--- src/rtl/uart_pkg.sv ---
// Shared definitions for the buffered UART receiver: FSM state codes,
// data-length and parity encodings.
package uart_pkg;

    localparam logic [2:0] ST_IDLE      = 3'd0;
    localparam logic [2:0] ST_START     = 3'd1;
    localparam logic [2:0] ST_DATA      = 3'd2;
    localparam logic [2:0] ST_PARITY    = 3'd3;
    localparam logic [2:0] ST_STOP      = 3'd4;
    localparam logic [2:0] ST_WAIT_IDLE = 3'd5;

    typedef enum logic [1:0] {
        NB_5 = 2'b00,
        NB_6 = 2'b01,
        NB_7 = 2'b10,
        NB_8 = 2'b11
    } num_bits_e;

    typedef enum logic {
        PAR_EVEN = 1'b0,
        PAR_ODD  = 1'b1
    } parity_e;

    function automatic logic [3:0] num_bits(input logic [1:0] code);
        case (num_bits_e'(code))
            NB_5:    return 4'd5;
            NB_6:    return 4'd6;
            NB_7:    return 4'd7;
            default: return 4'd8;
        endcase
    endfunction

endpackage

--- src/rtl/uart_sync_fifo.sv ---
// Single-clock first-word-fall-through FIFO; a push into a full FIFO is
// accepted only when a pop frees a slot in the same cycle.
module uart_sync_fifo #(
    parameter int WIDTH = 10,
    parameter int DEPTH = 8,
    parameter int CNT_W = $clog2(DEPTH + 1)
) (
    input  logic             clk,
    input  logic             rst,
    input  logic             push,
    input  logic             pop,
    input  logic [WIDTH-1:0] wdata,
    output logic [WIDTH-1:0] rdata,
    output logic             full,
    output logic             empty,
    output logic [CNT_W-1:0] count
);

    localparam int PTR_W = $clog2(DEPTH);

    logic [WIDTH-1:0] mem [DEPTH];
    logic [PTR_W-1:0] wr_ptr;
    logic [PTR_W-1:0] rd_ptr;
    logic             do_push;
    logic             do_pop;

    assign empty   = (count == '0);
    assign full    = (count == CNT_W'(DEPTH));
    assign do_pop  = pop & ~empty;
    assign do_push = push & (~full | do_pop);
    assign rdata   = mem[rd_ptr];

    always_ff @(posedge clk) begin
        if (rst) begin
            wr_ptr <= '0;
            rd_ptr <= '0;
            count  <= '0;
        end else begin
            if (do_push) wr_ptr <= wr_ptr + 1'b1;
            if (do_pop)  rd_ptr <= rd_ptr + 1'b1;
            count <= count + CNT_W'(do_push) - CNT_W'(do_pop);
        end
    end

    always_ff @(posedge clk) begin
        if (do_push) mem[wr_ptr] <= wdata;
    end

endmodule

--- src/rtl/uart_rx_buffered.sv ---
// Oversampling UART receiver with majority-vote sampling, false-start and
// break detection, framing/parity flags and an RX FIFO with valid/ready pop.
module uart_rx_buffered
    import uart_pkg::*;
#(
    parameter int OVS        = 16,
    parameter int FIFO_DEPTH = 8,
    parameter int CNT_W      = $clog2(FIFO_DEPTH + 1)
) (
    input  logic             clk,
    input  logic             rst,
    input  logic             rx_tick,
    input  logic [1:0]       i_num_bit_data,
    input  logic             i_stop_bit,
    input  logic             i_parity_en,
    input  logic             i_parity_type,
    input  logic             i_rx_serial,
    output logic [7:0]       o_data,
    output logic             o_parity_err,
    output logic             o_frame_err,
    output logic             o_valid,
    input  logic             i_ready,
    output logic             o_rx_done,
    output logic             o_break,
    output logic             o_overrun,
    input  logic             i_clr_err,
    output logic [CNT_W-1:0] o_fifo_count
);

    localparam int TCNT_W = $clog2(OVS);
    localparam logic [TCNT_W-1:0] SMP_A     = TCNT_W'(OVS / 2 - 1);
    localparam logic [TCNT_W-1:0] SMP_B     = TCNT_W'(OVS / 2);
    localparam logic [TCNT_W-1:0] SMP_C     = TCNT_W'(OVS / 2 + 1);
    localparam logic [TCNT_W-1:0] TICK_LAST = TCNT_W'(OVS - 1);

    function automatic logic maj3(input logic a, input logic b, input logic c);
        return (a & b) | (a & c) | (b & c);
    endfunction

    logic              rx_sync_p0;
    logic              rx_sync_p1;
    logic [2:0]        state;
    logic [TCNT_W-1:0] tick_cnt;
    logic [2:0]        bit_idx;
    logic              stop_idx;
    logic [3:0]        nbits_q;
    logic              stop2_q;
    logic              par_en_q;
    logic              par_type_q;
    logic [7:0]        data_q;
    logic              par_bit_q;
    logic              frame_err_q;
    logic              smp_a_q;
    logic              smp_b_q;
    logic              done_p1;
    logic              push_p1;
    logic              brk_p1;
    logic              bit_val;
    logic              mid_tick;
    logic              start_det;
    logic              last_data;
    logic              last_stop;
    logic              brk_cond;
    logic              par_err;
    logic              pop;
    logic              fifo_full;
    logic              fifo_empty;
    logic [9:0]        fifo_rdata;

    // Stage p0/p1: two-flop synchroniser on the asynchronous line
    always_ff @(posedge clk) begin
        if (rst) begin
            rx_sync_p0 <= 1'b1;
            rx_sync_p1 <= 1'b1;
        end else begin
            rx_sync_p0 <= i_rx_serial;
            rx_sync_p1 <= rx_sync_p0;
        end
    end

    assign bit_val   = maj3(smp_a_q, smp_b_q, rx_sync_p1);
    assign mid_tick  = rx_tick && (tick_cnt == SMP_C);
    assign start_det = rx_tick && (state == ST_IDLE) && !rx_sync_p1;
    assign last_data = (bit_idx == 3'(nbits_q - 4'd1));
    assign last_stop = !stop2_q || stop_idx;
    assign brk_cond  = (data_q == 8'd0) && !(par_en_q && par_bit_q) && !bit_val;
    assign par_err   = par_en_q && ((^data_q) ^ par_bit_q ^ (parity_e'(par_type_q) == PAR_ODD));

    always_ff @(posedge clk) begin
        if (rst) begin
            state    <= ST_IDLE;
            tick_cnt <= '0;
            bit_idx  <= '0;
            stop_idx <= 1'b0;
            done_p1  <= 1'b0;
            push_p1  <= 1'b0;
            brk_p1   <= 1'b0;
        end else begin
            done_p1 <= 1'b0;
            push_p1 <= 1'b0;
            brk_p1  <= 1'b0;
            if (rx_tick) begin
                tick_cnt <= (tick_cnt == TICK_LAST) ? '0 : tick_cnt + 1'b1;
                case (state)
                    ST_IDLE: begin
                        tick_cnt <= '0;
                        if (!rx_sync_p1) state <= ST_START;
                    end
                    ST_START: begin
                        if (tick_cnt == SMP_C && bit_val) begin
                            state <= ST_IDLE;
                        end else if (tick_cnt == TICK_LAST) begin
                            state    <= ST_DATA;
                            bit_idx  <= '0;
                            stop_idx <= 1'b0;
                        end
                    end
                    ST_DATA: begin
                        if (tick_cnt == TICK_LAST) begin
                            if (last_data) state <= par_en_q ? ST_PARITY : ST_STOP;
                            else           bit_idx <= bit_idx + 1'b1;
                        end
                    end
                    ST_PARITY: begin
                        if (tick_cnt == TICK_LAST) state <= ST_STOP;
                    end
                    ST_STOP: begin
                        // The frame closes at the mid-bit of the last stop bit
                        if (tick_cnt == SMP_C) begin
                            if (!stop_idx && brk_cond) begin
                                state   <= ST_WAIT_IDLE;
                                done_p1 <= 1'b1;
                                brk_p1  <= 1'b1;
                            end else if (last_stop) begin
                                state   <= (frame_err_q || !bit_val) ? ST_WAIT_IDLE : ST_IDLE;
                                done_p1 <= 1'b1;
                                push_p1 <= 1'b1;
                            end
                        end else if (tick_cnt == TICK_LAST) begin
                            stop_idx <= 1'b1;
                        end
                    end
                    ST_WAIT_IDLE: begin
                        tick_cnt <= '0;
                        if (rx_sync_p1) state <= ST_IDLE;
                    end
                    default: state <= ST_IDLE;
                endcase
            end
        end
    end

    always_ff @(posedge clk) begin
        if (start_det) begin
            nbits_q     <= num_bits(i_num_bit_data);
            stop2_q     <= i_stop_bit;
            par_en_q    <= i_parity_en;
            par_type_q  <= i_parity_type;
            data_q      <= '0;
            frame_err_q <= 1'b0;
        end
        if (rx_tick && tick_cnt == SMP_A) smp_a_q <= rx_sync_p1;
        if (rx_tick && tick_cnt == SMP_B) smp_b_q <= rx_sync_p1;
        if (mid_tick) begin
            case (state)
                ST_DATA:   data_q[bit_idx] <= bit_val;
                ST_PARITY: par_bit_q <= bit_val;
                ST_STOP:   if (!bit_val) frame_err_q <= 1'b1;
                default:   ;
            endcase
        end
    end

    assign pop = o_valid & i_ready;

    uart_sync_fifo #(
        .WIDTH (10),
        .DEPTH (FIFO_DEPTH),
        .CNT_W (CNT_W)
    ) u_fifo (
        .clk   (clk),
        .rst   (rst),
        .push  (push_p1),
        .pop   (pop),
        .wdata ({frame_err_q, par_err, data_q}),
        .rdata (fifo_rdata),
        .full  (fifo_full),
        .empty (fifo_empty),
        .count (o_fifo_count)
    );

    assign o_valid   = !fifo_empty;
    assign o_rx_done = done_p1;
    assign {o_frame_err, o_parity_err, o_data} = o_valid ? fifo_rdata : 10'd0;

    // Sticky status: a new event in the same cycle as a clear keeps the flag set
    always_ff @(posedge clk) begin
        if (rst) begin
            o_break   <= 1'b0;
            o_overrun <= 1'b0;
        end else begin
            if (brk_p1)         o_break <= 1'b1;
            else if (i_clr_err) o_break <= 1'b0;
            if (push_p1 && fifo_full && !pop) o_overrun <= 1'b1;
            else if (i_clr_err)               o_overrun <= 1'b0;
        end
    end

endmodule
--- config.mk ---
export PLATFORM = sky130hd
export DESIGN_NAME = uart_rx_buffered
export DESIGN_NICKNAME = d
export VERILOG_FILES = /design/src/rtl/uart_pkg.sv /design/src/rtl/uart_sync_fifo.sv /design/src/rtl/uart_rx_buffered.sv
export SDC_FILE = /design/constraint.sdc
export NUM_CORES = 1
export LEC_CHECK = 0
export CELL_PAD_IN_SITES_DETAIL_PLACEMENT = 1
export CELL_PAD_IN_SITES_GLOBAL_PLACEMENT = 1
export CORE_MARGIN = 2
export CORE_UTILIZATION = 30
export CTS_CLUSTER_DIAMETER = 120
export DETAILED_ROUTE_END_ITERATION = 6
export HOLD_SLACK_MARGIN = 0.03
export MAX_ROUTING_LAYER = met4
export PLACE_DENSITY = 0.62
export SKIP_CTS_REPAIR_TIMING = 1
export SYNTH_ARGS = -nofsm -noshare
export SYNTH_HDL_FRONTEND = slang
export SYNTH_SLANG_ARGS = --single-unit
--- constraint.sdc ---
create_clock -name clk -period 2.2 [get_ports clk]
set_input_delay 0.33 -clock clk [delete_from_list [all_inputs] [get_ports clk]]
set_output_delay 0.33 -clock clk [all_outputs]
set_load 0.05 [all_outputs]
* After elaboration in Yosys (flattened, before gate mapping)
Memory sizes are Yosys's and may differ from the RTL's. A register that Yosys moved wholly into a read port is not among the register bits.
Cells that the tools add are included.
** Word-level totals
- Register bits :: 46
- Bits in latches :: 0
- Bits in writable memories :: 80
- ROM bits :: 0
- Bits of input ports :: 11
- Output and inout bits :: 18
- Logic and storage cells :: 161
- Memories :: 1
** Operators by class
- Add/sub/neg operators :: 7
- $mul :: 0
- Div/mod/pow operators :: 0
- $lt $le $gt $ge :: 2
- Equality and inequality tests :: 26
- Shifts and indexed selects :: 0
- Mux-type cells :: 47
- Bitwise operators :: 16
- Reductions and logical operators :: 39
** Memory list
- u_fifo.mem :: words 8, bits a word 10, read ports 1, clocked after Yosys merged registers in 1, write ports 1, line uart_sync_fifo.sv:21 : logic [WIDTH-1:0] mem [DEPTH];
** Operators by type and width (number)
- $mux 3 :: 18
- $mux 8 :: 3
- $ne 2x2->1 const B :: 11
- $pmux 3 s6 :: 1
- $mux 1 :: 17
- $eq 4x4->1 const B :: 4
- $logic_and 1x1->1 :: 14
- $reduce_and 6->1 :: 2
- $mux 10 :: 1
- $add 3x1->3 const B :: 3
- $pmux 3 s3 :: 1
- $reduce_and 9->1 :: 1
- $bwmux 8 :: 1
- $logic_not 8->1 :: 1
- $mux 4 :: 2
- $reduce_bool 2->1 :: 4
- $reduce_xor 8->1 :: 1
- $logic_not 1->1 :: 7
- $and 1x1->1 :: 6
- $eq 3x2->1 const B :: 2
- $eq 3x3->1 const B :: 2
- $ne 3x3->1 const B :: 2
- $pmux 3 s2 :: 1
- $not 1->1 :: 5
- other kinds (23) :: 27

* Depth between registers and ports, before layout
Gate-level depths: netlist (run 1).
- Depth in word-level cells :: 10
- Mapped depth :: 13
- Mapped depth without buffers :: 13

* Cells and area by module
A second synthesis (run 1) with hierarchy kept.
** Unflattened totals
- Cell total of the unflattened synthesis :: 427
- Area, all modules :: 5796.8 um2
** Modules (own cells, without submodules)
- uart_sync_fifo :: instances 1, cells each 205, area an instance 3769.9 um2, seq. area each 2662.6 um2
- uart_rx_buffered :: instances 1, cells each 222, area an instance 2026.9 um2, seq. area each 810.8 um2

* Worst setup path before layout (run 1)
Ideal clock, no wire load.
- Path type :: register to register
- From :: reg u_fifo.count[2]
- To :: reg u_fifo.count[2]
- Setup time :: 0.128 ns
- Arrival time :: 2.730 ns
- Required time :: 2.072 ns
- Setup slack :: -0.658 ns
- Cell stages (with the launch flop) :: 14
- Path buffers :: 0
- Period minus slack after synthesis :: 2.858 ns
- Path through :: dfxtp_1 inv_1 ha_1 and2_1 inv_1 nand2_1 inv_1 ha_1 inv_1 ha_1 inv_1 fa_1 xor2_1 nor2_1
** Between the ends
- Cells in the longest elaborated chain, start to end :: 8
- Elaborated cells on any way between the ends :: 11
- Those cells by class :: 2 x add/sub; 1 x eq/ne; 6 x bitwise; 2 x reduce/logical
** RTL lines
- start: declaration :: line uart_sync_fifo.sv:16 : output logic [CNT_W-1:0] count
- start signal: assignment :: line uart_sync_fifo.sv:41 : count <= count + CNT_W'(do_push) - CNT_W'(do_pop);
- $logic_not 4->1 * :: line uart_sync_fifo.sv:27 : assign empty = (count == '0);
- $logic_not 1->1 * :: line uart_rx_buffered.sv:192 : assign o_valid = !fifo_empty;
- via o_valid :: line uart_rx_buffered.sv:21 : output logic o_valid,
- $and 1x1->1 * :: line uart_rx_buffered.sv:174 : assign pop = o_valid & i_ready;
- $and 1x1->1 * :: line uart_sync_fifo.sv:29 : assign do_pop = pop & ~empty;
- via u_fifo.do_pop :: line uart_sync_fifo.sv:25 : logic do_pop;
- $or 1x1->1 :: line uart_sync_fifo.sv:30 : assign do_push = push & (~full | do_pop);
- $and 1x1->1 :: line uart_sync_fifo.sv:30
- $add 4x1->4 :: line uart_sync_fifo.sv:41
- $sub 4x1->4 * :: line uart_sync_fifo.sv:41
Mark *: on every way through the listed nets, which the timed path passes. The rest lies on a longest branch.
A chain may end at the register's enable or synchronous reset.

==> results of run 1 <==
## cells in the mapped netlist, drive strengths merged (3+ instances only)
| master | instances | share of area [%] |
|---|---|---|
| nand2b | 14 | 1.5 |
| nand3b | 3 | 0.40 |
| nor3b | 3 | 0.57 |
| dfxtp | 40 | 14 |
| nor2 | 41 | 2.7 |
| and3 | 3 | 0.33 |
| clkbuf | 10 | 0.66 |
| a21oi | 13 | 1.1 |
| nor2b | 4 | 0.44 |
| o21ai | 5 | 0.51 |
| mux2i | 19 | 3.4 |
| and2 | 3 | 0.33 |
| o31ai | 4 | 0.53 |
| or2 | 4 | 0.44 |
| nor3 | 5 | 0.44 |
| nand2 | 19 | 1.3 |
| xor2 | 7 | 1.1 |
| buf | 6 | 0.60 |
| inv | 33 | 2.2 |
| edfxtp | 89 | 47 |
| nand3 | 8 | 0.71 |
| ha | 20 | 4.4 |
| xnor2 | 9 | 1.4 |
| mux4 | 20 | 8.0 |
| or3 | 5 | 0.55 |
## area by class of cell
type                            instances  area (um2)
Fill cell                            1987       11500
Sequential cell                       129        3490
Multi-Input combinational cell        234        2060
Timing Repair Buffer                   68         672
Clock buffer                           19         433
Tap cell                              234         293
Inverter                               33         133
Clock inverter                         13         115
## report_power, final
group          switching [W]  total, W  internal [W]
clock network        0.00105   0.00260       0.00155
logic                0.00131   0.00240       0.00109
registers           0.000103   0.00276       0.00266
total                0.00246   0.00776       0.00530
## sequential cells by signal (all words and copies together), names as in the netlist, 3 cells and up, named ones only
name and count:
state 3, nbits_q 3, u_fifo.rd_ptr 3, u_fifo.count 4
bit_idx 3, data_q 8, tick_cnt 4, u_fifo.wr_ptr 3
u_fifo.mem 80
## worst max-delay path, cell delays in order (launching register included)
cell and delay, ps:
dfxtp_4 420, buf_12 140, mux4_2 520, mux2i_1 180
nor2_1 90, buf_6 160
## logic make-up (layout without fill, tap and decap cells)
kind of cell	Yosys count	after routing
buffers and inverters	49	133
multiplexers	41	41
AO/OA/AOI/OAI	38	38
XOR/XNOR	16	16
AND/OR/NAND/NOR	118	118
flip-flops	129	129
adder cells (fa/ha/maj)	21	21
## final timing paths
check                                startpoint              end  slack, ps  depth (start not counted)
worst max register to register  u_fifo.count[1]  u_fifo.count[1]        150                         11
worst min-delay path                 rx_sync_p0       rx_sync_p1        420                          1
worst min register to register       rx_sync_p0       rx_sync_p1        420                          1
worst max-delay path                       flop        o_data[2]        -50                          5
## layer usage
metal | vias to the layer above | GRT usage (%) | share of wire, %
li1 | 1637 | - | -
met4 | 0 | 4.42 | 1.1
met1 | 1762 | 16.0 | 44
met2 | 41 | 22.8 | 52
met3 | 12 | 3.95 | 3.0
met5 | - | - | 0
## per-stage QoR
step / util (%) / worst slack (ps) / power, W / hold WS (ps)
final: 38.6 / -54.5 / 0.00776 / 421
after global routing: 38.6 / -145 / 0.00813 / 433
after CTS: 38.1 / -161 / 0.00767 / 424
after detailed placement: 35.1 / 13.6 / 0.00504 / 401
after global placement: 35.1 / 41.1 / 0.00503 / 408
after floorplan: - / -115 / 0.00443 / 389
==> impl_metrics.toml, run 1 <==
[floorplanning]
initial_core_util_pct = 30.4
die_y_um = 141
die_area_um2 = 20000
core-area_um2 = 18600
fp-row-count = 50
die_w_um = 141
io_pins = 29

[power]
p_leak_nw = 2.55
powerDensity_nw_per_um2 = 1080
irDropWorstVdd_v = 0.000552

[clock_network]
path_clk_slew_ps = 60
cts_made_buffers = 17
cts_tree = "built"
clock-sinks = 129
root_buffer = "clkbuf_16"
worst_skew_pair.late_latency_ps = 430
h-tree-depth = 4
cts_buffer_depth = 2

[sta]
hold_viol_final = 0
skew_ps = 14.9
fin_ws_ps = -54.5
finalWorstPathRequiredPeriod_ps = 2250
max_freq_mhz = 444
setup_tns_ps = -239
period_share_pct = 102
slew_violations = 0
slew-limit-headroom_pct = 64.8
worst_pin_slew_ps = 528
finalSetupViolations = 10
grt_setup_unrepaired = "true"

[run]
maxCapViolCount = 0

[routing]
vias_per_cell = 4.73
wirelength_um = 12300
drt_iter0_drc = 124
first_pass_iters = 4
drc = 0
routed-via-count = 3452
wire_per_inst_um = 16.9
ant_nets = 0

[logic_synthesis]
synth_warnings = 0
async_flop_share_pct = 0
synth.area.mux_share_pct = 11.8
ys_seq_area_share_pct = 61.3
synth_edf_count = 89
synth.avg_cell_area_um2 = 13.7
synth_top_family_by_area = "multiplexers"
ys_ff_latch = 129
yosys.area_share.simple_pct = 10.7
synth.cell_area_um2 = 5660
ys.flop_type = "edfxtp_1"
synthAdderAreaFrac_pct = 4.77
synthDistinctLibCells = 52
netlist_instances = 412
synth-xor-area-share_pct = 2.47
syn_nets = 444
synth_compound_area_share_pct = 5.48

[critical_path]
end_kind = "output port"
worstSetupStartpointType = "flop"
critPathKind = "flop to output port"
arrival_ps = 1920
cp.required_ps = 1870
worstPathMaxFanout = 5

[placement]
hpwlAfterDp_um = 8610
dpl_cell_area_um2 = 6550
post-place-cells = 695
gp_congestion = 0.813
port_buffers = 28

[global_routing]
grt.total_usage_pct = 13.7
grt-ovfl-total = 0
grt_start_max_net_pins = 29
antenna_found_initial = 0
grt_pass1_vias = 3698
grt_pass1_wl_um = 19900

[cells_and_area]
stdcell_count = 730
mostFrequentLayoutCells = "edfxtp_1, nor2_1, buf_4"
diodes = 0
nets = 515
area_growth_pct = 27.0
stdcell_area_um2 = 7190
drive_above_1_share_pct = 27.6
final_common_cell = "edfxtp_1"

[hold_path]
hold_path.class = "flop to flop"

[status]
violations = "setup timing"
status = "finished with violations"
Power figures use the tool's default switching activity.
==> inputs of run 2 (changes only) <==
--- a/config.mk
+++ b/config.mk
@@ -8,13 +8,14 @@
 export CELL_PAD_IN_SITES_DETAIL_PLACEMENT = 1
 export CELL_PAD_IN_SITES_GLOBAL_PLACEMENT = 1
 export CORE_MARGIN = 2
-export CORE_UTILIZATION = 30
+export CORE_UTILIZATION = 45
 export CTS_CLUSTER_DIAMETER = 120
 export DETAILED_ROUTE_END_ITERATION = 6
 export HOLD_SLACK_MARGIN = 0.03
 export MAX_ROUTING_LAYER = met4
-export PLACE_DENSITY = 0.62
+export PLACE_DENSITY = 0.83
 export SKIP_CTS_REPAIR_TIMING = 1
+export SLEW_MARGIN = 30
 export SYNTH_ARGS = -nofsm -noshare
 export SYNTH_HDL_FRONTEND = slang
 export SYNTH_SLANG_ARGS = --single-unit
==> impl_metrics.toml, run 2 (synthesis gave the netlist of run 1 again) <==
[floorplanning]
io_pins = 29
die_w_um = 116
fp-row-count = 40
core-area_um2 = 12200
die_area_um2 = 13500
die_y_um = 116
initial_core_util_pct = 46.6

[placement]
hpwlAfterDp_um = 8940
gp_congestion = 0.873
port_buffers = 28

[cells_and_area]
drive_above_1_share_pct = 27.8
largestRegisters = "u_fifo.mem x80, data_q x8"
largest_reg_flops = 80
area_growth_pct = 26.5
largest_register = "u_fifo.mem"
diodes = 0
final_common_cell = "edfxtp_1"
mostFrequentLayoutCells = "edfxtp_1, nor2_1, dfxtp_1"
nets = 511

[sta]
finalSetupViolations = 10
slew_violations = 0
skew_ps = 10.4
max_freq_mhz = 437
fin_ws_ps = -90.4
grt_setup_unrepaired = "true"
slew-limit-headroom_pct = 63.4
worst_hold_slack_ps = 411
worst_pin_slew_ps = 549
hold_viol_final = 0
finalWorstPathRequiredPeriod_ps = 2290
period_share_pct = 104

[global_routing]
grt.total_usage_pct = 22.4
grt_start_max_net_pins = 21
grt-ovfl-total = 0
grt_pass1_wl_um = 21400
antenna_found_initial = 0
grt_pass1_vias = 3933

[critical_path]
worstPathMaxFanout = 5
arrival_ps = 1960
critPathKind = "flop to output port"
end_kind = "output port"
cp.required_ps = 1870
crit_path_cell_trace = "buf_12, mux4_2, mux2i_2, nor2_1, buf_6"
cpPeakStageDelay_ps = 520
slowest_stage = "mux4_2"
worstSetupStartpointType = "flop"

[power]
p_switching_w = 0.00248
pwr-share-clk_pct = 36.5
p_leak_nw = 2.57
p_seq_share_pct = 33.5
p_sw_share_pct = 30.2
p_int_w = 0.00575
irDropWorstVdd_v = 0.000597
powerDensity_nw_per_um2 = 1150
power_w = 0.00823
power_frac_comb_pct = 29.9

[clock_network]
cts_buffer_depth = 2
clock-sinks = 129
path_clk_slew_ps = 50
cts_made_buffers = 17
root_buffer = "clkbuf_16"
worst_skew_pair.late_latency_ps = 420
cts_tree = "built"
h-tree-depth = 4

[hold_path]
hold_path.class = "flop to flop"

[run]
maxCapViolCount = 0

[routing]
ant_nets = 0
wire_per_inst_um = 20.9
routed-via-count = 3584
drt_iter0_drc = 318
drc = 0
first_pass_iters = 4
wirelength_um = 13800
vias_per_cell = 5.43

[status]
status = "finished with violations"
violations = "setup timing"
run 2: cell count changes in the layout (fill, tap and decap cells not counted):
cell / change
clkbuf_8: +3
inv_8: -1
dfxtp_1: -1
dfxtp_2: +1
mux2i_2: +2
clkinv_4: -3
clkinvlp_4: -1
bufinv_16: +3
clkinv_1: -1
buf_4: -4
buf_12: -1
mux2i_1: -2
buf_6: +1
run 2: power by group through the flow:
| stage | Clock, W | Sequential [W] | Combinational [W] |
|---|---|---|---|
| after floorplan | 0 | 0.00287 | 0.00156 |
| after global placement | 0 | 0.00278 | 0.00219 |
| after detailed placement | 0 | 0.00278 | 0.00226 |
| after CTS | 0.00303 | 0.00274 | 0.00230 |
| after global routing | 0.00315 | 0.00277 | 0.00264 |
| final | 0.00301 | 0.00276 | 0.00246 |
run 2: cell type report:
class                           count  area [um2]
Clock buffer                       22         474
Tap cell                          168         210
Multi-Input combinational cell    234        2060
Inverter                           33         133
Sequential cell                   129        3490
Clock inverter                     10         156
Fill cell                        1154        5000
Timing Repair Buffer               64         633
run 2: routing by layer:
layer | part of all wire (%) | wire [um] | vias up | track usage (%)
met5 | 0 | 0 | - | -
met4 | 1.7 | 233 | 0 | 7.30
met3 | 3.6 | 499 | 20 | 5.60
met2 | 56 | 7660 | 75 | 40.5
met1 | 39 | 5370 | 1854 | 24.0
li1 | - | - | 1635 | -
run 2: path summary, 6_finish.rpt:
kind | start | end | slack [ps] | depth (start not counted)
setup reg to reg | u_fifo.count[1] | u_fifo.count[1] | 120 | 11
setup / recovery | flop | o_data[6] | -90 | 5
hold / removal | rx_sync_p0 | rx_sync_p1 | 410 | 1
hold reg to reg | rx_sync_p0 | rx_sync_p1 | 410 | 1
run 2: through the flow:
step / std cells / utilization, % / setup WS (ps) / cell area, um2 / setup TNS (ps)
global placement: 626 / 52.9 / 71.0 / 6430 / 0
detailed placement: 626 / 52.9 / -110 / 6430 / -946
floorplan: 412 / - / -115 / 5750 / -7180
global route: 660 / 58.9 / -155 / 7160 / -1130
CTS: 658 / 58.1 / -208 / 7060 / -1090
finish: 660 / 58.9 / -90.4 / 7160 / -347
run 2: critical path, delay by kind of cell, from the launching register on:
kind | cells | cell delay, ps
buf+inv | 2 | 300
flops | 1 | 410
mux | 2 | 750
simple gates | 1 | 90
==> inputs of run 3 (changes only) <==
--- a/config.mk
+++ b/config.mk
@@ -8,12 +8,12 @@
 export CELL_PAD_IN_SITES_DETAIL_PLACEMENT = 1
 export CELL_PAD_IN_SITES_GLOBAL_PLACEMENT = 1
 export CORE_MARGIN = 2
-export CORE_UTILIZATION = 45
+export CORE_UTILIZATION = 46
 export CTS_CLUSTER_DIAMETER = 120
 export DETAILED_ROUTE_END_ITERATION = 6
 export HOLD_SLACK_MARGIN = 0.03
 export MAX_ROUTING_LAYER = met4
-export PLACE_DENSITY = 0.83
+export PLACE_DENSITY = 0.82
 export SKIP_CTS_REPAIR_TIMING = 1
 export SLEW_MARGIN = 30
 export SYNTH_ARGS = -nofsm -noshare
==> constraint.sdc (replaced) <==
create_clock -name clk -period 2.34 [get_ports clk]
set_input_delay 0.351 -clock clk [delete_from_list [all_inputs] [get_ports clk]]
set_output_delay 0.351 -clock clk [all_outputs]
set_load 0.05 [all_outputs]
==> impl_metrics.toml, run 3 (synthesis gave the netlist of run 1 again) <==
[status]
status = "complete, no violations"

[sta]
max_freq_mhz = 434
finalSetupViolations = 0
fin_ws_ps = 33.7
skew_ps = 10.8
worst_hold_slack_ps = 413
worst_pin_slew_ps = 535
period_share_pct = 98.6
finalWorstPathRequiredPeriod_ps = 2310
slew-limit-headroom_pct = 64.3
hold_viol_final = 0
slew_violations = 0

[routing]
vias_per_cell = 5.46
first_pass_iters = 4
wirelength_um = 12400
drt_iter0_drc = 193
wire_per_inst_um = 19.6
drc = 0
ant_nets = 0
routed-via-count = 3456

[clock_network]
clock-sinks = 129
path_clk_slew_ps = 50
worst_skew_pair.late_latency_ps = 410
cts_tree = "built"
root_buffer = "clkbuf_16"
cts_made_buffers = 17
cts_buffer_depth = 2
h-tree-depth = 4

[global_routing]
grt.total_usage_pct = 20.3
grt_pass1_vias = 3733
antenna_found_initial = 0
grt_pass1_wl_um = 19200
grt_start_max_net_pins = 21
grt-ovfl-total = 0

[cells_and_area]
largestRegisters = "u_fifo.mem x80, data_q x8"
largest_reg_flops = 80
mostFrequentLayoutCells = "edfxtp_1, nor2_1, buf_4"
nets = 506
drive_above_1_share_pct = 25.1
diodes = 0
final_common_cell = "edfxtp_1"
area_growth_pct = 22.5
stdcell_area_um2 = 6940
largest_register = "u_fifo.mem"

[power]
power_w = 0.00728
irDropWorstVdd_v = 0.000450
power_frac_comb_pct = 29.8
pwr-share-clk_pct = 34.6
p_leak_nw = 2.51
p_switching_w = 0.00220
p_seq_share_pct = 35.6
p_sw_share_pct = 30.3
powerDensity_nw_per_um2 = 1050
p_int_w = 0.00508

[critical_path]
end_kind = "output port"
arrival_ps = 1960
worstSetupStartpointType = "flop"
worstPathMaxFanout = 10
critPathKind = "flop to output port"
cp.required_ps = 1990

[floorplanning]
die_y_um = 115
core-area_um2 = 12000
initial_core_util_pct = 47.1
io_pins = 29
fp-row-count = 40
die_area_um2 = 13200
die_w_um = 115

[run]
maxCapViolCount = 0

[placement]
gp_congestion = 0.808
hpwlAfterDp_um = 8530
dp_slack_ps = -10.9
dpl_cell_area_um2 = 6310
port_buffers = 28

[hold_path]
hold_path.class = "flop to flop"
## run 3: cell count changes in the layout (fill, tap and decap cells not counted), sizes merged
cell / previous run / this run
clkinv: 3 / 6
buf: 45 / 40
clkinvlp: 4 / 1
clkbuf: 24 / 25
bufinv: 4 / 2
## run 3: worst paths after layout
path                                  start         end  slack, ps  cells past startpoint
worst max register to register  tick_cnt[0]    state[1]        140                      6
worst min register to register   rx_sync_p0  rx_sync_p1        410                      1
worst max-delay path                   flop   o_data[2]         30                      5
worst min-delay path             rx_sync_p0  rx_sync_p1        410                      1
## run 3: layout make-up
class / count / area [um2]
sequential: 129 / 3490
clock inverter: 8 / 87.6
tap: 147 / 184
timing repair buffer: 59 / 533
inverter: 33 / 133
clock buffer: 23 / 478
fill: 1165 / 5070
multi-input combinational: 234 / 2030
## run 3: routing by layer
metal | routed length [um] | share of wire (%) | GRT usage [%] | up-vias
met1 | 5040 | 41 | 21.5 | 1750
met3 | 334 | 2.7 | 4.38 | 19
met4 | 196 | 1.6 | 8.76 | 0
met5 | 0 | 0 | - | -
li1 | - | - | - | 1619
met2 | 6850 | 55 | 36.4 | 68
## run 3: per-stage QoR
stage / setup TNS (ps) / std cells / util, %
global route: -75.2 / 633 / 57.8
CTS: -27.4 / 631 / 57.3
finish: 0 / 633 / 57.8
detailed placement: -82.9 / 600 / 52.6
floorplan: -35.9 / 412 / -
global placement: 0 / 600 / 52.6
## run 3: critical path: stages (launching register included)
cell and delay (ps):
dfxtp_4 400, clkbuf_16 200, mux4_2 490, mux2i_1 190
nor2_1 80, buf_4 190
## run 3: power groups by stage
stage | logic (W) | registers (W) | clock network [W]
after global placement | 0.00200 | 0.00261 | 0
after CTS | 0.00209 | 0.00257 | 0.00256
after floorplan | 0.00142 | 0.00270 | 0
after global routing | 0.00231 | 0.00260 | 0.00265
final | 0.00217 | 0.00259 | 0.00252
after detailed placement | 0.00208 | 0.00261 | 0
==> variant 1: new RTL, settings of run 2 <==
Make the reset (`rst`) asynchronous in 4 clocked blocks.
--- a/src/rtl/uart_sync_fifo.sv
+++ b/src/rtl/uart_sync_fifo.sv
@@ -32,3 +32,3 @@
 
-    always_ff @(posedge clk) begin
+    always_ff @(posedge clk or posedge rst) begin
         if (rst) begin
--- a/src/rtl/uart_rx_buffered.sv
+++ b/src/rtl/uart_rx_buffered.sv
@@ -70,3 +70,3 @@
     // Stage p0/p1: two-flop synchroniser on the asynchronous line
-    always_ff @(posedge clk) begin
+    always_ff @(posedge clk or posedge rst) begin
         if (rst) begin
@@ -88,3 +88,3 @@
 
-    always_ff @(posedge clk) begin
+    always_ff @(posedge clk or posedge rst) begin
         if (rst) begin
@@ -196,3 +196,3 @@
     // Sticky status: a new event in the same cycle as a clear keeps the flag set
-    always_ff @(posedge clk) begin
+    always_ff @(posedge clk or posedge rst) begin
         if (rst) begin
Function: same outputs for any inputs over 10 cycles, from zero or initial values and one cycle with rst high; that may be too few to reach the edited logic, so the function may still have changed.
==> variant 1 against run 2 <==
- the flow still finishes with violations (negative setup slack)
- utilization fell by 0.53 points
- setup slack worse by 0.016 ns
- combinational power increased by 14%
- power increased by 9.9%
- wire length is 7.9% lower
- sequential cell count decreased by 3
- final area is 1.3% lower
- hold slack got worse by 0.13 ns
- synthesized area decreased by 0.88%
- global-route usage is 0.89 points lower
- critical endpoint is now o_data[7]
==> variant 1: results (changes against run 2) <==
• finished, violations left — run status
• negative setup slack — violations in the final reports
• 8540 um — post-detailed-placement half-perimeter wirelength, -4.6%
• 14.5 um^2 — per-instance average area after synthesis, +5.5%
• 0.763 mV — Max IR drop VDD, +28%
• 10 — final setup fails, unchanged
• 0.06 ns — minimum setup slack among reg-to-reg paths, -0.06 ns
• o_data[7] — capture point of the worst path
• 0.0155 ns — Clock Skew, +0.00509 ns
• 126 — clock net sink count, -2.3%
• 3326 — DR vias, -7.2%
• 10 — crit path max fanout, +5
• 12700 um — total detailed-routing wirelength, -7.9%
• 20.2 um — wire length per cell, -3.1%
• -0.106 ns — crit path setup slack, layout, -0.0155 ns
• 10 — cells on worst reg2reg path, -1
• u_fifo.count[2] — Crit Reg-Reg Startpoint
• 0.00826 ns — Setup WS pre-CTS, +0.118 ns
• 27.7% — multi-input logic portion of the cell area, -1.1 points
• 431 um — WL met3, -14%
• -0.831 ns — setup_tns, -0.484 ns
• sky130_fd_sc_hd__edfxtp_1 48%, sky130_fd_sc_hd__dfrtp_1 12%, sky130_fd_sc_hd__mux4_2 8.0% — main area contributors after synthesis
• 20200 um — first-pass GRT wire length, -5.5%
• 0.643 ns — worst-margin pin slew, +0.0936 ns
• 25.4% — grt met1 use, +1.4 points
• 5.75% — met3 Track Usage GR, +0.15 points
• 1162 — fillcell total, +0.69%
• 593 — cell count after placement, -5.3%
• 2.66 nW — leakage power of the design, +3.4%
## variant 1: worst max-delay path: stages (launching register included)
cell and delay [ns]:
sky130_fd_sc_hd__dfrtp_2 0.44, sky130_fd_sc_hd__clkbuf_16 0.21, sky130_fd_sc_hd__mux4_2 0.53, sky130_fd_sc_hd__mux2i_1 0.15, sky130_fd_sc_hd__nor2_1 0.07, sky130_fd_sc_hd__buf_6 0.15
## variant 1: cell families after synthesis
logic type / after synthesis / share of synthesized area (%)
muxes: 38 / 11.3
buffers and inverters: 48 / 3.30
adders and majority gates: 21 / 4.81
DFF: 126 / 63.4
AOI/OAI and AO/OA: 39 / 5.42
xor gates and xnor gates: 16 / 2.50
and+or+nand+nor: 99 / 9.30
## variant 1: power by group
part           leakage [nW]  switching [mW]  internal [mW]
clock network         0.318            1.02           2.21
registers              1.22           0.298           2.71
logic                  1.12            1.56           1.25
total                  2.66            2.87           6.17
==> variant 2: new RTL, flow settings as in run 2 <==
Made on the original files. The parameter `FIFO_DEPTH` goes from 8 to 4.
--- a/src/rtl/uart_rx_buffered.sv
+++ b/src/rtl/uart_rx_buffered.sv
@@ -6,3 +6,3 @@
     parameter int OVS        = 16,
-    parameter int FIFO_DEPTH = 8,
+    parameter int FIFO_DEPTH = 4,
     parameter int CNT_W      = $clog2(FIFO_DEPTH + 1)
Interface: changed (resized o_fifo_count); port bits go from 29 to 28. No check against the original RTL was run, so the function may have changed too.
==> variant 2 against run 2 <==
- sequential cell count is 44 lower
- global-route usage fell by 3.7 points
- synthesized area shrank 30%
- die area down 29%
- utilization decreased by 5.8 points
- wire length is 41% lower
- final area is 36% lower
- power down 43%
- setup slack better by 0.18 ns
- highest routed layer unchanged
==> variant 2: results (changes against run 2) <==
• 49 — number of enable flip-flop cells after synthesis, -45%
• 459 — cell count after placement, -27%
• 0.10 ns — clock transition at the registers of the reported paths, +0.05 ns
• sky130_fd_sc_hd__edfxtp_1 37%, sky130_fd_sc_hd__dfxtp_1 18%, sky130_fd_sc_hd__ha_1 5.7% — main area contributors after synthesis
• finished clean — run status
• sky130_fd_sc_hd__fa_2 — slowest CP cell
• 0.35 ns — clock latency at the later pin of the worst-skew pair, -0.07 ns
• 15.5% — share of final-layout standard cells stronger than drive strength 1, -12 points
• 85 — clock net sink count, -34%
• 37.2% — switching share of power, +7.1 points
• 0.00435 mm^2 — cell area after placement, -32%
• 12.1 um^2 — per-instance average area after synthesis, -12%
• flop to flop — kind of critical path
• 2558 — DR vias, -29%
• 6130 um — post-detailed-placement half-perimeter wirelength, -31%
• 899 — fillcell total, -22%
• 18.7% — global router's overall resource usage, -3.7 points
• 80 — DRT iter0 DRCs, -75%
• 13800 um — first-pass GRT wire length, -36%
• 31.9% — global-route met2 utilization, -8.6 points
• 7 — cells on worst reg2reg path, -4
• 18 — maximum number of pins on one net before global-route repair, -14%
• 0.510 mV — Max IR drop VDD, -15%
• 59.7% — Slew Limit Headroom, -3.7 points
• 475 — final std cells w/o fill, -28%
• 38.3% — sequential share of power, +4.8 points
• 0.0158 ns — Clock Skew, +0.00532 ns
• sky130_fd_sc_hd__clkbuf_8 — cell at the root of the clock tree
• 2.40 ns — critical path arrival, +0.44 ns
• 22.8% — grt met1 use, -1.2 points
• 355 — Post-Synthesis Net Count, -20%
• 3.88% — met3 Track Usage GR, -1.7 points
• u_fifo.count[2] — Crit Reg-Reg Startpoint
• adder cells — delay-heaviest family, CP
• 27 — port buffer count, -3.6%
• 1.72 nW — leakage power of the design, -33%
• 3 — H-tree lvl count, -1
• 49 x sky130_fd_sc_hd__edfxtp_1, 36 x sky130_fd_sc_hd__dfxtp_1, 28 x sky130_fd_sc_hd__inv_1 — most frequent cells after synthesis
• 1.14 mW — Clk power, -62%
• 392 — nets, -23%
• 54 — count of distinct cell types in the synthesized netlist, +3.8%
• 0.837 — GP Congestion, -4.1%
• 1020 mW/mm^2 — power per unit of standard cell area, -11%
• 2 — worst-case clock buffer depth, unchanged
• -0.0666 ns — Setup WS pre-CTS, +0.0433 ns
• 0.0938 ns — crit path setup slack, layout, +0.184 ns
• 0 — total of warnings raised by yosys, unchanged
• 0 — number of antenna violations at the first check in global routing, unchanged
• 55.6% — fraction of the yosys area taken by sequential cells, -5.7 points
• 9 — CTS Buf Count, -8
• u_fifo.mem: 40 flops, data_q: 8 flops, tick_cnt: 4 flops — Regs by FF count
• 8170 um — total detailed-routing wirelength, -41%
• 4 — crit path max fanout, -1
-- variant 2: cell count changes after synthesis, moves of 4 or more --
cell	change
sky130_fd_sc_hd__inv_1	-4
sky130_fd_sc_hd__clkbuf_1	-4
sky130_fd_sc_hd__dfxtp_1	-4
sky130_fd_sc_hd__nor2_1	-23
sky130_fd_sc_hd__mux4_2	-10
sky130_fd_sc_hd__o21ai_0	+5
sky130_fd_sc_hd__mux2i_1	-9
sky130_fd_sc_hd__xor2_1	-4
sky130_fd_sc_hd__edfxtp_1	-40
sky130_fd_sc_hd__and2_1	+14
sky130_fd_sc_hd__nand2b_1	-9
-- variant 2: area by class of cell --
| cell class | instances | area share, % |
|---|---|---|
| repair buffers | 38 | 7.32 |
| inverters | 30 | 2.47 |
| clock inverters | 6 | 1.54 |
| multi-input cells | 198 | 34.8 |
| flip-flops and latches | 85 | 48.1 |
| clock buffers | 10 | 2.80 |
| well taps | 108 | 2.96 |
-- variant 2: cell families after synthesis --
kind of cell               share of synthesized area, %
muxes                                              8.25
xor gates and xnor gates                           3.46
DFF                                                55.6
and+or+nand+nor                                    14.7
AOI/OAI and AO/OA                                  7.56
buffers and inverters                              4.22
adders and majority gates                          6.22
-- variant 2: metal layers --
layer,wire (um),vias up
met3,220,6
met2,4200,39
li1,-,1241
met4,44,0
met1,3700,1272
met5,0,-
-- variant 2: how the worst min path moves through the flow --
| stage | start | end | slack, ns |
|---|---|---|---|
| after detailed placement | rx_sync_p0 | rx_sync_p1 | 0.41 |
| after global placement | rx_sync_p0 | rx_sync_p1 | 0.40 |
| after global routing | rx_sync_p0 | rx_sync_p1 | 0.44 |
| after CTS | rx_sync_p0 | rx_sync_p1 | 0.43 |
| final | rx_sync_p0 | rx_sync_p1 | 0.42 |
| after floorplan | rx_sync_p0 | rx_sync_p1 | 0.39 |
